<file path="src/rtl/countdown_timer.sv">
// Seconds countdown timer: CLK_HZ prescaler, load/start/pause/ack strobes, done pulse and alarm level.
// Build option COUNTDOWN_AUTO_RELOAD_EN: expiry reloads from the last loaded value and keeps running.
//
// state     | meaning
// S_IDLE    | stopped (after reset, load or ack), waiting for start
// S_RUN     | prescaler advancing, remaining counts down once per second
// S_PAUSED  | frozen mid-second, prescaler value held for resume
// S_EXPIRED | reached zero, alarm high until ack or load

module countdown_timer #(
  parameter int unsigned CLK_HZ = 100000000,
  parameter int unsigned WIDTH  = 4
) (
  input  logic             clk_i,
  input  logic             rst_n_i,
  input  logic             load_i,
  input  logic [WIDTH-1:0] load_value_i,
  input  logic             start_i,
  input  logic             pause_i,
  input  logic             alarm_ack_i,
  output logic [WIDTH-1:0] remaining_o,
  output logic             running_o,
  output logic             done_o,
  output logic             alarm_o
);

  localparam int unsigned    PW        = (CLK_HZ > 1) ? $clog2(CLK_HZ) : 1;
  localparam logic [PW-1:0]  PRESC_MAX = PW'(CLK_HZ - 1);
`ifdef COUNTDOWN_AUTO_RELOAD_EN
  localparam bit AUTO_RELOAD = 1'b1;
`else
  localparam bit AUTO_RELOAD = 1'b0;
`endif

  typedef enum logic [1:0] {
    S_IDLE    = 2'd0,
    S_RUN     = 2'd1,
    S_PAUSED  = 2'd2,
    S_EXPIRED = 2'd3
  } state_e;

  state_e           state_q, state_d;
  logic [WIDTH-1:0] rem_q, rem_d;
  logic [WIDTH-1:0] reload_q, reload_d;
  logic [PW-1:0]    presc_q, presc_d;
  logic             done_q, done_d;
  logic             alarm_q, alarm_d;
  logic             running_q;
  logic             tick;
  logic             reload_hit;

  assign tick       = (state_q == S_RUN) && (presc_q == PRESC_MAX);
  assign reload_hit = AUTO_RELOAD && (reload_q != '0);

  always_comb begin
    state_d  = state_q;
    rem_d    = rem_q;
    reload_d = reload_q;
    presc_d  = presc_q;
    done_d   = 1'b0;
    alarm_d  = alarm_q;

    if (load_i) begin
      rem_d    = load_value_i;
      reload_d = load_value_i;
      presc_d  = '0;
      alarm_d  = 1'b0;
      state_d  = S_IDLE;
    end else begin
      unique case (state_q)
        S_IDLE, S_PAUSED: begin
          if (start_i && (rem_q != '0)) state_d = S_RUN;
        end
        S_RUN: begin
          if (tick) begin
            presc_d = '0;
            if (rem_q > WIDTH'(1)) begin
              rem_d = rem_q - WIDTH'(1);
            end else if (reload_hit) begin
              rem_d  = reload_q;
              done_d = 1'b1;
            end else begin
              rem_d   = '0;
              done_d  = 1'b1;
              alarm_d = 1'b1;
              state_d = S_EXPIRED;
            end
          end else begin
            presc_d = presc_q + PW'(1);
          end
          // start outranks pause; expiry outranks both
          if (pause_i && !start_i && (state_d == S_RUN)) state_d = S_PAUSED;
        end
        S_EXPIRED: begin
          if (alarm_ack_i) begin
            alarm_d = 1'b0;
            rem_d   = '0;
            state_d = S_IDLE;
          end
        end
        default: state_d = S_IDLE;
      endcase
    end
  end

  always_ff @(posedge clk_i or negedge rst_n_i) begin
    if (!rst_n_i) begin
      state_q   <= S_IDLE;
      rem_q     <= '0;
      reload_q  <= '0;
      presc_q   <= '0;
      done_q    <= 1'b0;
      alarm_q   <= 1'b0;
      running_q <= 1'b0;
    end else begin
      state_q   <= state_d;
      rem_q     <= rem_d;
      reload_q  <= reload_d;
      presc_q   <= presc_d;
      done_q    <= done_d;
      alarm_q   <= alarm_d;
      running_q <= (state_d == S_RUN);
    end
  end

  assign remaining_o = rem_q;
  assign running_o   = running_q;
  assign done_o      = done_q;
  assign alarm_o     = alarm_q;

endmodule

</file>
<file path="config.mk">
export PLATFORM = sky130hd
export DESIGN_NAME = countdown_timer
export DESIGN_NICKNAME = d
export VERILOG_FILES = /design/src/rtl/countdown_timer.sv
export SDC_FILE = /design/constraint.sdc
export NUM_CORES = 1
export LEC_CHECK = 0
export BUFFER_PORTS_ARGS = -buffer_cell sky130_fd_sc_hd__buf_2
export CORE_ASPECT_RATIO = 1.5
export CORE_UTILIZATION = 30
export DETAILED_ROUTE_END_ITERATION = 8
export GPL_ROUTABILITY_DRIVEN = 0
export PLACE_DENSITY = 0.47
export REMOVE_ABC_BUFFERS = 1
export SYNTH_ARGS = -nofsm -noshare
export SYNTH_HDL_FRONTEND = slang
export SYNTH_SLANG_ARGS = --single-unit
</file>
<file path="constraint.sdc">
create_clock -name clk_i -period 2.2 [get_ports clk_i]
set_clock_uncertainty 0.05 [all_clocks]
set_input_delay 0.44 -clock clk_i [delete_from_list [all_inputs] [get_ports clk_i]]
set_output_delay 0.44 -clock clk_i [all_outputs]
set_load 0.05 [all_outputs]
</file>
# Word level (Yosys, flattened, before mapping)

Index checks and enable logic that the tools add are counted.

Add/subtract/negate cells: 2
Magnitude comparators: 1
Equal/unequal tests: 9
Multiplexer cells: 26
Reduce and logical (&&, ||, !) cells: 12

Operator list:

| operator                | number |
|---|---|
| $mux W27                | 3 |
| $add A27 B1 Y27 const B | 1 |
| $eq A27 B27 Y1 const B  | 1 |
| $mux W2                 | 8 |
| $mux W4                 | 4 |
| $ne A3 B3 Y1 const B    | 3 |
| $mux W1                 | 8 |
| $pmux W4 S2             | 1 |
| $eq A2 B1 Y1 const B    | 3 |
| $pmux W2 S3             | 1 |
| $eq A2 B2 Y1 const B    | 2 |
| $gt A4 B1 Y1 const B    | 1 |
| $logic_and A1 B1 Y1     | 4 |
| $reduce_and A4 Y1       | 1 |
| $reduce_bool A4 Y1      | 1 |
| $sub A4 B1 Y4 const B   | 1 |
| $reduce_and A3 Y1       | 1 |
| $reduce_bool A3 Y1      | 1 |
| $logic_not A2 Y1        | 1 |
| $pmux W1 S2             | 1 |
| $reduce_bool A2 Y1      | 1 |
| $reduce_or A2 Y1        | 1 |
| $logic_not A1 Y1        | 1 |

Register bits: 36
Input port bits: 10
Output and inout port bits: 7
Word-level logic and storage cells: 56

# Depth between registers and ports, before layout

Depth in word-level cells: 11
Mapped depth: 9
Mapped depth without buffers: 6

# Least setup slack after synthesis

OpenSTA, ideal clock, no wires.

Path type: register -> register
Start: register rem_q[0], in the netlist remaining_o[0]
End: register rem_q[1], in the netlist remaining_o[1]
Arrival time: 1.926 ns
Data required time: 2.084 ns
Setup slack: 0.158 ns
Stages on the path, launching flop included: 7
Buffers on the path: 0
Period minus slack after synthesis: 2.042 ns
Cells stage by stage: dfrtp_1 inv_1 ha_1 o21a_1 or3_1 a31oi_1 a22o_1

Longest elaborated chain between the ends: 5
Elaborated cells between the ends (all ways): 6
Classes of those cells: add/sub (1); order compare (1); mux (4)

Ends and longest elaborated chain:

| element                                       | line   | source |
|---|---|---|
| from (decl)                                   | 43     | `logic [WIDTH-1:0] rem_q, rem_d;` |
| from (signal assigned)                        | 117    | `rem_q <= rem_d;` |
| $sub A4 B1 Y4 or $gt A4 B1 Y1 (tied branches) | 78, 77 |  |
| $mux W4 (*)                                   | 77     | `if (rem_q > WIDTH'(1)) begin` |
| $mux W4 (*)                                   | 75     | `if (tick) begin` |
| $pmux W4 S2 (*)                               | 70     | `unique case (state_q)` |
| $mux W4 (*)                                   | 63     | `if (load_i) begin` |

Mark *: on every way between the ends. The rest lies on a longest branch, timed or not. The select of a mux whose other input is x is not followed.
A chain may end at the register's enable or synchronous reset.

# Worst setup path after layout

Start: register presc_q[12]
End: register rem_q[3], in the netlist remaining_o[3]

Longest elaborated chain between the ends: 4

Ends and longest elaborated chain:

| element                     | line | source |
|---|---|---|
| from (decl)                 | 45   | `logic [PW-1:0] presc_q, presc_d;` |
| from (signal assigned)      | 119  | `presc_q <= presc_d;` |
| $eq A27 B27 Y1              | 52   | `assign tick = (state_q == S_RUN) && (presc_q == PRESC_MAX);` |
| $logic_and A1 B1 Y1         | 52   |  |
| $ne A3 B3 Y1 (no line)      | --   |  |
| $reduce_and A3 Y1 (no line) | --   |  |

Every way passes these cells.

==> run_results.csv <==
group,metric,value,unit
detailed_routing,drc,0,
global_routing,antenna_found_initial,0,
timing,worst_slack,0.0485,ns
timing,fin_crit_sh,0.978,
detailed_routing,avgViaCountPerCell,5.34,
logic_synthesis,ys_seq_elements,36,
critical_path,critPathArrivalTime,2.29,ns
final_layout,fill_cells,770,
floorplan,dieArea,0.00809,mm²
logic_synthesis,ys_seq_area_frac,0.388,
pwr,switching_share,0.279,
worst_hold_path,holdCritPathClass,"primary input to async pin",
timing,fin_crit,2.15,ns
critical_path,critPathMaxStageDelay,0.55,ns
critical_path,cp_max_fo,8,
pwr,pwr-share-comb,0.167,
timing,setup_viol,0,
logic_synthesis,synth_area,0.00232,mm²
placement,portBuffers,16,
critical_path,path_cells,"or4b_4 -> nor4_4 -> and2_4 -> a31oi_1 -> a211o_1",
final_layout,utilization,0.376,
cts,clock_latency,0.30,ns
logic_synthesis,synth.top_cells.by_count,"dfrtp_1 (36), nand2_1 (24), nand3_1 (17)",
cts,cts_max_level,2,
run,maxCapViolCount,0,
critical_path,worst-path-buf-inv,0,
logic_synthesis,netlist.area_leader.share,0.388,
pwr,power.share.sequential,0.432,
logic_synthesis,yosysMostFrequentCell,"dfrtp_1",
timing,rsz0062_at_grt,"true",
detailed_routing,drtIter0Drc,74,
timing,max_freq,465,MHz
outcome,status,"finished clean",
final_layout,drive_above_1_share,0.275,
critical_path,worstSetupPathType,"flop to flop",
detailed_routing,ant_nets,0,
logic_synthesis,synthesis.instances,242,
pwr,p_per_area,590,mW/mm²
floorplan,die_y,110,µm
critical_path,worst_ep_required_time,2.34,ns
pwr,p_int,1180,µW
final_layout,finish.net_count,289,
logic_synthesis,yosys.cell_types.count,62,
floorplan,core_area,0.00737,mm²
floorplan,io_pins,17,
floorplan,rows,38,
cts,cts.path.max_buffers,2,
placement,dp_hpwl,4420,µm
floorplan,fp.dieW,73.8,µm
detailed_routing,wl_per_cell,16.2,µm
logic_synthesis,synth_ff_type,"dfrtp_1",
logic_synthesis,syn_area_per_cell,9.59,µm²
critical_path,end_kind,"flop",
timing,worst_pin_slew,0.539,ns
placement,dp_worst_setup_slack,0.00461,ns
pwr,p_leak,0.00111,µW
pwr,vdd_drop_max,0.000339,V
cts,clock_sinks,36,
detailed_routing,routed_wl,6100,µm
critical_path,crit_slowest_cell,"or4b_4",
timing,slew_violations,0,
final_layout,antennaDiodeCount,0,
detailed_routing,vias,2009,
floorplan,start_util,0.315,
logic_synthesis,synth_warnings,0,
critical_path,start_kind,"flop",
detailed_routing,first_pass_iters,4,
global_routing,grt_pass1_vias,1975,
critical_path,crit_family,"simple AND/OR/NAND/NOR gates",
logic_synthesis,synth_edf_count,0,
global_routing,gr-total-overflow,0,
global_routing,grt_first_pass_wirelength,10100,µm
pwr,clock_power_share,0.401,
cts,clkSlewWorstSetupHoldPaths,0.08,ns
global_routing,grtUsageTotal,0.169,
logic_synthesis,yosys-top-cells-area,"dfrtp_1 (39%), a31oi_1 (4.0%), nand2_1 (3.9%)",
logic_synthesis,synth_largest_area_cell,"dfrtp_1",
global_routing,grt_max_degree,27,
logic_synthesis,synthArstFlopShare,1.00,
final_layout,area_delta_synth_final,19.3,%
timing,slew_headroom,0.638,
cts,numCtsBuffers,5,
cts,cts_root_buf,"clkbuf_8",
cts,cts_tree,"built",
pwr,power.net_switching,455,µW
timing,hold_viol,0,
==> what timing repair did <==
action,CTS,global route
resized for setup,1,6
endpoints found under the setup margin,1,15
hold buffers,0,0
pin swaps,0,6
setup buffers,0,6
==> sequential cells by signal (all words and copies together) (netlist names) <==
name and flops:
alarm_o 1, done_o 1, presc_q 27, remaining_o 4
running_o 1, state_q 2
==> placed cells by master (no fill, tap or decap), types with 3 or more instances in the layout <==
cell type | Yosys | layout
nand3b_1 | 4 | 4
buf_4 | 0 | 19
nand3_1 | 17 | 17
a31oi_1 | 15 | 15
o211ai_1 | 3 | 3
ha_1 | 4 | 4
nand4bb_1 | 3 | 3
nand4_1 | 7 | 7
a21oi_2 | 7 | 6
dfrtp_1 | 36 | 36
nand2_1 | 24 | 23
inv_1 | 10 | 10
nor4_2 | 2 | 3
nand2b_1 | 4 | 4
mux2i_1 | 5 | 5
o21ai_0 | 12 | 12
nor2_1 | 10 | 9
or3_1 | 6 | 6
clkbuf_8 | 2 | 7
a21oi_1 | 13 | 12
buf_2 | 1 | 16
==> logic make-up (layout without fill, tap and decap cells) <==
group,after synthesis,after routing,synth area share
fa+ha+maj,4,4,0.0216
buf+inv,22,56,0.0658
flops,36,36,0.388
xor+xnor,2,2,0.00755
mux,5,5,0.0216
compound gates,68,68,0.197
simple gates,105,105,0.298
==> worst register-to-register path, delay by kind of cell, from the launching register on <==
family | cells | cell delay, ns
compound gates | 2 | 0.33
flops | 1 | 0.42
simple gates | 3 | 1.24
==> through the flow <==
stage / hold slack (ns) / area, µm² / setup TNS, ns / std cells / total power (µW)
6_report: 0.0302 / 2770 / 0 / 376 / 1630
4_1_cts: 0.0315 / 2690 / 0 / 370 / 1650
5_1_grt: 0.0621 / 2770 / -0.261 / 376 / 1700
3_3_place_gp: 0.373 / 2560 / 0 / 362 / 988
3_5_place_dp: 0.361 / 2560 / 0 / 362 / 985
2_1_floorplan: 0.0944 / 2200 / -7.56 / 230 / 872
==> power groups by stage <==
stage	Clock, µW	Combinational, µW	Sequential, µW
2_1_floorplan	0	118	754
3_3_place_gp	0	269	718
3_5_place_dp	0	267	718
4_1_cts	675	268	705
5_1_grt	693	301	711
6_report	655	272	706
==> routing by layer <==
metal,global-route usage,vias to the layer above,part of all wire
met3,0.0312,11,0.023
met4,0.0742,0,0.024
met5,0,-,0
met1,0.198,998,0.42
met2,0.294,29,0.53
li1,-,971,-
==> cell type report <==
class / count / area (µm²) / area share
clock buffers: 7 / 96.3 / 0.0348
flip-flops and latches: 36 / 901 / 0.325
repair buffers: 38 / 274 / 0.0990
clock inverters: 1 / 30.0 / 0.0108
multi-input cells: 184 / 1300 / 0.471
well taps: 100 / 125 / 0.0452
inverters: 10 / 37.5 / 0.0136
==> final timing paths <==
check                      cells after the start  slack (ns)        endpoint   startpoint
max                                            5        0.05  remaining_o[3]  presc_q[12]
min                                            1        0.03      presc_q[1]      rst_n_i
max reg2reg                                    5        0.05  remaining_o[3]  presc_q[12]
min reg2reg                                    1        0.43     presc_q[16]  presc_q[16]
max in group asynchronous                      2        1.61          done_o      rst_n_i
min in group clk_i                             2        0.28      state_q[0]      pause_i
Note: power is estimated with default switching activity, not from simulation.
